<file path="src/rtl/riscv_pkg.sv">
`default_nettype none
// ============================================================================
// Module      : riscv_pkg
// Description : Shared definitions for the seven-segment display controller:
//               data-path width, poll FSM state encoding and digit count.
// Revision    : 1.0 - initial release
// ============================================================================
package riscv_pkg;

    localparam int XLEN        = 32;
    localparam int SEG7_DIGITS = 8;

    typedef enum logic [1:0] {
        WAIT  = 2'd0,
        ADDR  = 2'd1,
        LATCH = 2'd2
    } seg7_state_e;

endpackage : riscv_pkg
`default_nettype wire

</file>
<file path="src/rtl/seg7_display_ctrl_if.sv">
`default_nettype none
// ============================================================================
// Module      : seg7_mem_if
// Description : Word-read port between the display controller and the core's
//               data memory. The controller presents addr_o; the memory side
//               returns data_i combinationally.
//   master : controller side (drives addr_o, receives data_i)
//   slave  : memory side     (receives addr_o, drives data_i)
// Revision    : 1.0 - initial release
// ============================================================================
interface seg7_mem_if;

    logic [riscv_pkg::XLEN-1:0] addr_o;
    logic [riscv_pkg::XLEN-1:0] data_i;

    modport master (output addr_o, input  data_i);
    modport slave  (input  addr_o, output data_i);

endinterface : seg7_mem_if
`default_nettype wire

</file>
<file path="src/rtl/seg7_hex_decoder.sv">
`default_nettype none
// ============================================================================
// Module      : seg7_hex_decoder
// Description : Combinational nibble-to-glyph decoder, active-low segments
//               ordered {g,f,e,d,c,b,a}. blank_i forces all segments off.
//   nibble_i : 4-bit value to display
//   blank_i  : 1 = extinguish the digit
//   seg_o    : active-low segment drive
// Revision    : 1.0 - initial release
// ============================================================================
module seg7_hex_decoder (
    input  wire logic [3:0] nibble_i,
    input  wire logic       blank_i,
    output logic      [6:0] seg_o
);

    always_comb begin
        seg_o = 7'b1111111;
        if (!blank_i) begin
            case (nibble_i)
                4'h0: seg_o = 7'b1000000;
                4'h1: seg_o = 7'b1111001;
                4'h2: seg_o = 7'b0100100;
                4'h3: seg_o = 7'b0110000;
                4'h4: seg_o = 7'b0011001;
                4'h5: seg_o = 7'b0010010;
                4'h6: seg_o = 7'b0000010;
                4'h7: seg_o = 7'b1111000;
                4'h8: seg_o = 7'b0000000;
                4'h9: seg_o = 7'b0010000;
                4'hA: seg_o = 7'b0001000;
                4'hB: seg_o = 7'b0000011;
                4'hC: seg_o = 7'b1000110;
                4'hD: seg_o = 7'b0100001;
                4'hE: seg_o = 7'b0000110;
                4'hF: seg_o = 7'b0001110;
                default: seg_o = 7'b1111111;
            endcase
        end
    end

endmodule : seg7_hex_decoder
`default_nettype wire

</file>
<file path="src/rtl/seg7_display_ctrl.sv">
`default_nettype none
// ============================================================================
// Module      : seg7_display_ctrl
// Description : Periodically polls one data-memory word and shows it in hex on
//               an 8-digit multiplexed, active-low seven-segment display.
//   clk_i     : clock, rising edge
//   rst_i     : synchronous active-high reset (dominates en_i)
//   en_i      : polling enable
//   mem       : seg7_mem_if.master, word read port (addr_o / data_i)
//   value_o   : currently displayed word
//   update_o  : one-cycle pulse when the displayed word changes
//   anode_o   : digit select, active-low, one-hot-low
//   seg_o     : segments {g,f,e,d,c,b,a}, active-low
//   dp_o      : decimal point, always off (1)
// Build option: SEG7_BLANK_LEADING_ZERO_EN blanks digits above the most
//               significant nonzero nibble (digit 0 is never blanked).
// Revision    : 1.0 - initial release
// ============================================================================
module seg7_display_ctrl
    import riscv_pkg::*;
#(
    parameter logic [XLEN-1:0] DISP_ADDR    = 'h0,
    parameter int              POLL_CYCLES  = 100000,
    parameter int              DIGIT_CYCLES = 1000
) (
    input  wire logic            clk_i,
    input  wire logic            rst_i,
    input  wire logic            en_i,
    seg7_mem_if.master           mem,
    output logic      [XLEN-1:0] value_o,
    output logic                 update_o,
    output logic           [7:0] anode_o,
    output logic           [6:0] seg_o,
    output logic                 dp_o
);

    localparam int              PW        = $clog2(POLL_CYCLES);
    localparam int              DW        = (DIGIT_CYCLES > 1) ? $clog2(DIGIT_CYCLES) : 1;
    localparam logic [PW-1:0]   POLL_LAST = PW'(POLL_CYCLES - 1);
    localparam logic [DW-1:0]   DIG_LAST  = DW'(DIGIT_CYCLES - 1);

    // ------------------------------------------------------------------
    // Poll FSM
    // ------------------------------------------------------------------
    seg7_state_e     state_q, state_d;
    logic [PW-1:0]   poll_cnt_q, poll_cnt_d;
    logic [XLEN-1:0] value_q;
    logic            update_q;
    logic            capture_w;

    always_ff @(posedge clk_i) begin
        if (rst_i) begin
            state_q    <= WAIT;
            poll_cnt_q <= '0;
            value_q    <= '0;
            update_q   <= 1'b0;
        end else begin
            state_q    <= state_d;
            poll_cnt_q <= poll_cnt_d;
            update_q   <= capture_w && (mem.data_i != value_q);
            if (capture_w) begin
                value_q <= mem.data_i;
            end
        end
    end

    always_comb begin
        state_d    = state_q;
        poll_cnt_d = poll_cnt_q;
        capture_w  = 1'b0;
        mem.addr_o = '0;
        case (state_q)
            WAIT: begin
                if (en_i) begin
                    if (poll_cnt_q == POLL_LAST) begin
                        poll_cnt_d = '0;
                        state_d    = ADDR;
                    end else begin
                        poll_cnt_d = poll_cnt_q + 1'b1;
                    end
                end
            end
            // Once a poll has started it completes regardless of en_i.
            ADDR: begin
                mem.addr_o = DISP_ADDR;
                state_d    = LATCH;
            end
            LATCH: begin
                mem.addr_o = DISP_ADDR;
                capture_w  = 1'b1;
                state_d    = WAIT;
            end
            default: state_d = WAIT;
        endcase
    end

    // ------------------------------------------------------------------
    // Digit multiplexing
    // ------------------------------------------------------------------
    logic [DW-1:0] digit_cnt_q;
    logic [2:0]    digit_idx_q;

    always_ff @(posedge clk_i) begin
        if (rst_i) begin
            digit_cnt_q <= '0;
            digit_idx_q <= '0;
        end else if (digit_cnt_q == DIG_LAST) begin
            digit_cnt_q <= '0;
            digit_idx_q <= digit_idx_q + 3'd1;
        end else begin
            digit_cnt_q <= digit_cnt_q + 1'b1;
        end
    end

    logic [3:0] nibble_w;
    logic       blank_w;

    // The lit digit reads value_q directly, so a new capture shows at once.
    assign nibble_w = value_q[{digit_idx_q, 2'b00} +: 4];

`ifdef SEG7_BLANK_LEADING_ZERO_EN
    logic [2:0] top_digit_w;

    // Highest nonzero nibble; stays 0 for an all-zero word so digit 0 shows "0".
    always_comb begin
        top_digit_w = '0;
        for (int k = 1; k < SEG7_DIGITS; k++) begin
            if (value_q[4*k +: 4] != 4'h0) begin
                top_digit_w = 3'(k);
            end
        end
    end

    assign blank_w = (digit_idx_q > top_digit_w);
`else
    assign blank_w = 1'b0;
`endif

    seg7_hex_decoder u_hex_decoder (
        .nibble_i (nibble_w),
        .blank_i  (blank_w),
        .seg_o    (seg_o)
    );

    assign anode_o  = ~(8'b0000_0001 << digit_idx_q);
    assign value_o  = value_q;
    assign update_o = update_q;
    assign dp_o     = 1'b1;

endmodule : seg7_display_ctrl
`default_nettype wire
</file>
<file path="src/flat_wrapper.sv">
// flat-port wrapper written by rule: the top's interface ports become plain ports
module seg7_display_ctrl_flat import riscv_pkg::*;
#(
    parameter logic [XLEN-1:0] DISP_ADDR    = 'h0,
    parameter int              POLL_CYCLES  = 100000,
    parameter int              DIGIT_CYCLES = 1000
)
  (clk_i, rst_i, en_i, value_o, update_o, anode_o, seg_o, dp_o, mem_addr_o, mem_data_i);
  seg7_mem_if mem_i ();
  input  wire logic clk_i;
  input  wire logic rst_i;
  input  wire logic en_i;
  output logic      [XLEN-1:0] value_o;
  output logic update_o;
  output logic           [7:0] anode_o;
  output logic           [6:0] seg_o;
  output logic dp_o;
  output wire logic [$bits(mem_i.addr_o)-1:0] mem_addr_o;
  input wire logic [$bits(mem_i.data_i)-1:0] mem_data_i;
  assign mem_addr_o = mem_i.addr_o;
  assign mem_i.data_i = mem_data_i;
  seg7_display_ctrl #(.DISP_ADDR(DISP_ADDR), .POLL_CYCLES(POLL_CYCLES), .DIGIT_CYCLES(DIGIT_CYCLES)) u_core (.clk_i(clk_i), .rst_i(rst_i), .en_i(en_i), .mem(mem_i), .value_o(value_o), .update_o(update_o), .anode_o(anode_o), .seg_o(seg_o), .dp_o(dp_o));
endmodule
</file>
<file path="config.mk">
export PLATFORM = sky130hd
export DESIGN_NAME = seg7_display_ctrl_flat
export DESIGN_NICKNAME = d
export VERILOG_FILES = /design/src/rtl/riscv_pkg.sv /design/src/rtl/seg7_display_ctrl_if.sv /design/src/rtl/seg7_hex_decoder.sv /design/src/rtl/seg7_display_ctrl.sv /design/src/flat_wrapper.sv
export SDC_FILE = /design/constraint.sdc
export NUM_CORES = 1
export LEC_CHECK = 0
export ABC_CLOCK_PERIOD_IN_PS = 5800
export CORE_ASPECT_RATIO = 0.6
export CORE_MARGIN = 2
export CORE_UTILIZATION = 40
export CTS_BUF_LIST = sky130_fd_sc_hd__clkbuf_16
export CTS_CLUSTER_SIZE = 14
export DETAILED_ROUTE_END_ITERATION = 6
export PLACE_DENSITY = 0.74
export SLEW_MARGIN = 10
export SYNTH_ARGS = -nofsm -noshare
export SYNTH_HDL_FRONTEND = slang
export SYNTH_HIERARCHICAL = 1
export SYNTH_SLANG_ARGS = --single-unit
</file>
<file path="constraint.sdc">
create_clock -name clk_i -period 5.8 [get_ports clk_i]
set_input_delay 0.87 -clock clk_i [delete_from_list [all_inputs] [get_ports clk_i]]
set_output_delay 0.87 -clock clk_i [all_outputs]
set_load 0.05 [all_outputs]
</file>
==> reports/metrics.yaml <==
ant_nets: 0
cp.arrival_ns: 3.52
antenna_cells: 0
crit_path_end_kind: "primary output"
cts_max_level: 3
clk_latency_ns: 0.33
hold_buffers: 0
nets: 584
place_inst: 639
drv_slew: 0
crit_chain: "mux4_2 -> nand2_1 -> nand2_1 -> inv_1 -> ha_1 -> nor2b_1 -> a2111oi_0 -> a31oi_1 -> clkdlybuf4s50_1"
finalCritPeriodShare: 0.757
ir_drop_mv: 0.163
port_buffers: 82
critPathMaxFanout: 11
grt_use_total: 0.184
max_slew_margin: 0.230
grt_max_degree: 44
detailroute.via_count: 3246
ys.flop_type: "dfxtp_1"
min_period_ns: 4.39
synth.distinct_cells: 45
start_util: 0.411
cts_made_buffers: 9
muxShareOfSynthArea: 0.0618
wirelength_mm: 9.20
cap_violations: 0
hold_viol_final: 0
first_pass_iters: 4
synth-simple-area-share: 0.223
cp_common_cell: "nand2_1"
synth-edff-count: 0
instances_no_fill: 653
cts_tree: "done"
clkSlewWorstSetupHoldPaths_ns: 0.05
synth_compound_area_frac: 0.0818
hpwl_mm: 7.03
p_per_area_nw_per_um2: 216
worstPathRequired_ns: 4.93
grt_pass1_wl_mm: 14.5
synthXorXnorAreaFrac: 0.129
drt_first_iter_violations: 258
ys_seq_area_frac: 0.347
crit_path_max_incr_delay_ns: 0.83
cp_slowest_cell: "clkdlybuf4s50_1"
postCtsSetupBuffers: 0
rsz0062_at_grt: "no"
synth_top_family_by_area: "simple AND/OR/NAND/NOR gates"
drt-vias-per-instance: 4.97
chipWidth_um: 129
synthArstFlopShare: 0
wl_per_cell_um: 14.1
fin_tns_setup_ns: 0
syn_avg_cell_area_um2: 8.23
crit_buf_inv: 2
fmax_mhz: 228
skew_ns: 0.00609
gp_congestion: 0.879
status: "finished, final reports clean"
rows: 27
yosysWarningCount: 6
core_area_um2: 9120
p_leak_nw: 1.64
syn_inst: 455
grt_overflow: 0
hp-class: "register to register"
nFillCells: 835
drive_gt1_frac: 0.0503
cpLargestDelayFamily: "buffers and inverters"
synth_fa_ha_area_frac: 0.0501
ios: 116
cts_resized: 0
antenna_found_initial: 0
place_ws_ns: 1.74
setup_viol: 0
worstSetupStartpointType: "register"
syn_to_final_growth_pct: 27.6
die_area_um2: 10200
syn_area_um2: 3750
hold_slack_ns: 0.445
ys_seq_elements: 65
tightestPinTransition_ns: 1.16
drc: 0
die_h_um: 79.0
clock_path_buffers: 2
grt_pass1_vias: 2932
cts_root_buf: "clkbuf_16"
setup_ws_ns: 1.41
clock-sinks: 65
path_class: "register to primary output"
[cells in the mapped netlist (2+ instances only)]
library cell	n	area (µm²)
nand4_1	18	113
mux2i_1	4	40.0
nor3b_1	2	15.0
o21ai_0	6	30.0
nand3_1	3	15.0
nand2_1	97	364
and3_1	3	18.8
nor4_1	9	56.3
nor2_1	32	120
a21oi_1	35	175
xor2_1	7	61.3
buf_4	34	255
a2111oi_0	2	17.5
ha_1	15	188
xnor2_1	48	420
nor2b_1	2	12.5
conb_1	2	7.51
clkbuf_1	17	63.8
a31oi_1	5	31.3
inv_1	12	45.0
dfxtp_1	65	1300
buf_2	3	15.0
nand2b_1	2	12.5
mux4_2	8	180
nor3_1	4	20.0
[sequential cells by signal (all words and copies together) (netlist names)]
register	cells
u_core/update_o	1
u_core/digit_cnt_q	10
u_core/value_o	32
u_core/state_q	2
u_core/digit_idx_q	3
u_core/poll_cnt_q	17
[cells in the final DEF, fill, tap and decap left out, types with 3 or more instances in the layout]
master / netlist / final
dfxtp_1: 65 / 65
clkdlybuf4s50_1: 0 / 82
nand2_1: 97 / 97
mux4_2: 8 / 8
and3_1: 3 / 3
clkinv_2: 0 / 3
nand3_1: 3 / 3
clkbuf_16: 0 / 9
nor3_1: 4 / 4
xor2_1: 7 / 7
nor2_1: 32 / 32
inv_1: 12 / 13
nor4_1: 9 / 9
nand4_1: 18 / 18
mux2i_1: 4 / 4
o21ai_0: 6 / 6
xnor2_1: 48 / 48
a31oi_1: 5 / 5
conb_1: 2 / 41
ha_1: 15 / 15
a21oi_1: 35 / 35
[routing by layer]
layer | global-route usage | share of wire
met1 | 0.254 | 0.48
met2 | 0.275 | 0.44
met3 | 0.0526 | 0.073
met4 | 0.0620 | 0.010
met5 | 0 | 0
[cell type report]
| type | count | area (µm²) | share of cell area |
|---|---|---|---|
| Clock buffer | 9 | 225 | 0.0471 |
| Clock inverter | 5 | 26.3 | 0.00550 |
| Inverter | 13 | 48.8 | 0.0102 |
| Multi-Input combinational cell | 361 | 2200 | 0.460 |
| Sequential cell | 65 | 1300 | 0.272 |
| Tap cell | 116 | 145 | 0.0304 |
| Timing Repair Buffer | 84 | 836 | 0.175 |
[where the power goes]
part           internal [mW]  leakage [nW]  switching [mW]  total [mW]
combinational         0.0377         0.983          0.0823       0.120
clock                  0.279         0.128           0.181       0.461
sequential             0.450         0.524         0.00279       0.453
[stage by stage]
stage | utilization | total power, mW | cell area, µm²
final | 0.524 | 1.03 | 4780
after global routing | 0.524 | 1.07 | 4780
after CTS | 0.524 | 1.05 | 4780
after detailed placement | 0.496 | 0.581 | 4530
after global placement | 0.496 | 0.581 | 4530
after floorplan | - | 0.560 | 3890
[logic make-up after synthesis]
logic type               after synthesis
AND/OR/NAND/NOR                      183
XOR/XNOR                              55
AO/OA/AOI/OAI                         54
other                                  2
flip-flops                            65
multiplexers                          13
adder cells (fa/ha/maj)               15
buffers and inverters                 68
[final timing paths]
check	start	slack, ns	to	cells past startpoint
worst min register to register	u_core/digit_cnt_q[0]	0.44	u_core/digit_cnt_q[0]	1
worst min-delay path	u_core/digit_cnt_q[0]	0.44	u_core/digit_cnt_q[0]	1
worst max-delay path	u_core/digit_idx_q[0]	1.41	seg_o[3]	9
worst max register to register	u_core/state_q[0]	3.39	u_core/poll_cnt_q[14]	4
Note: power is estimated with default switching activity, not from simulation.
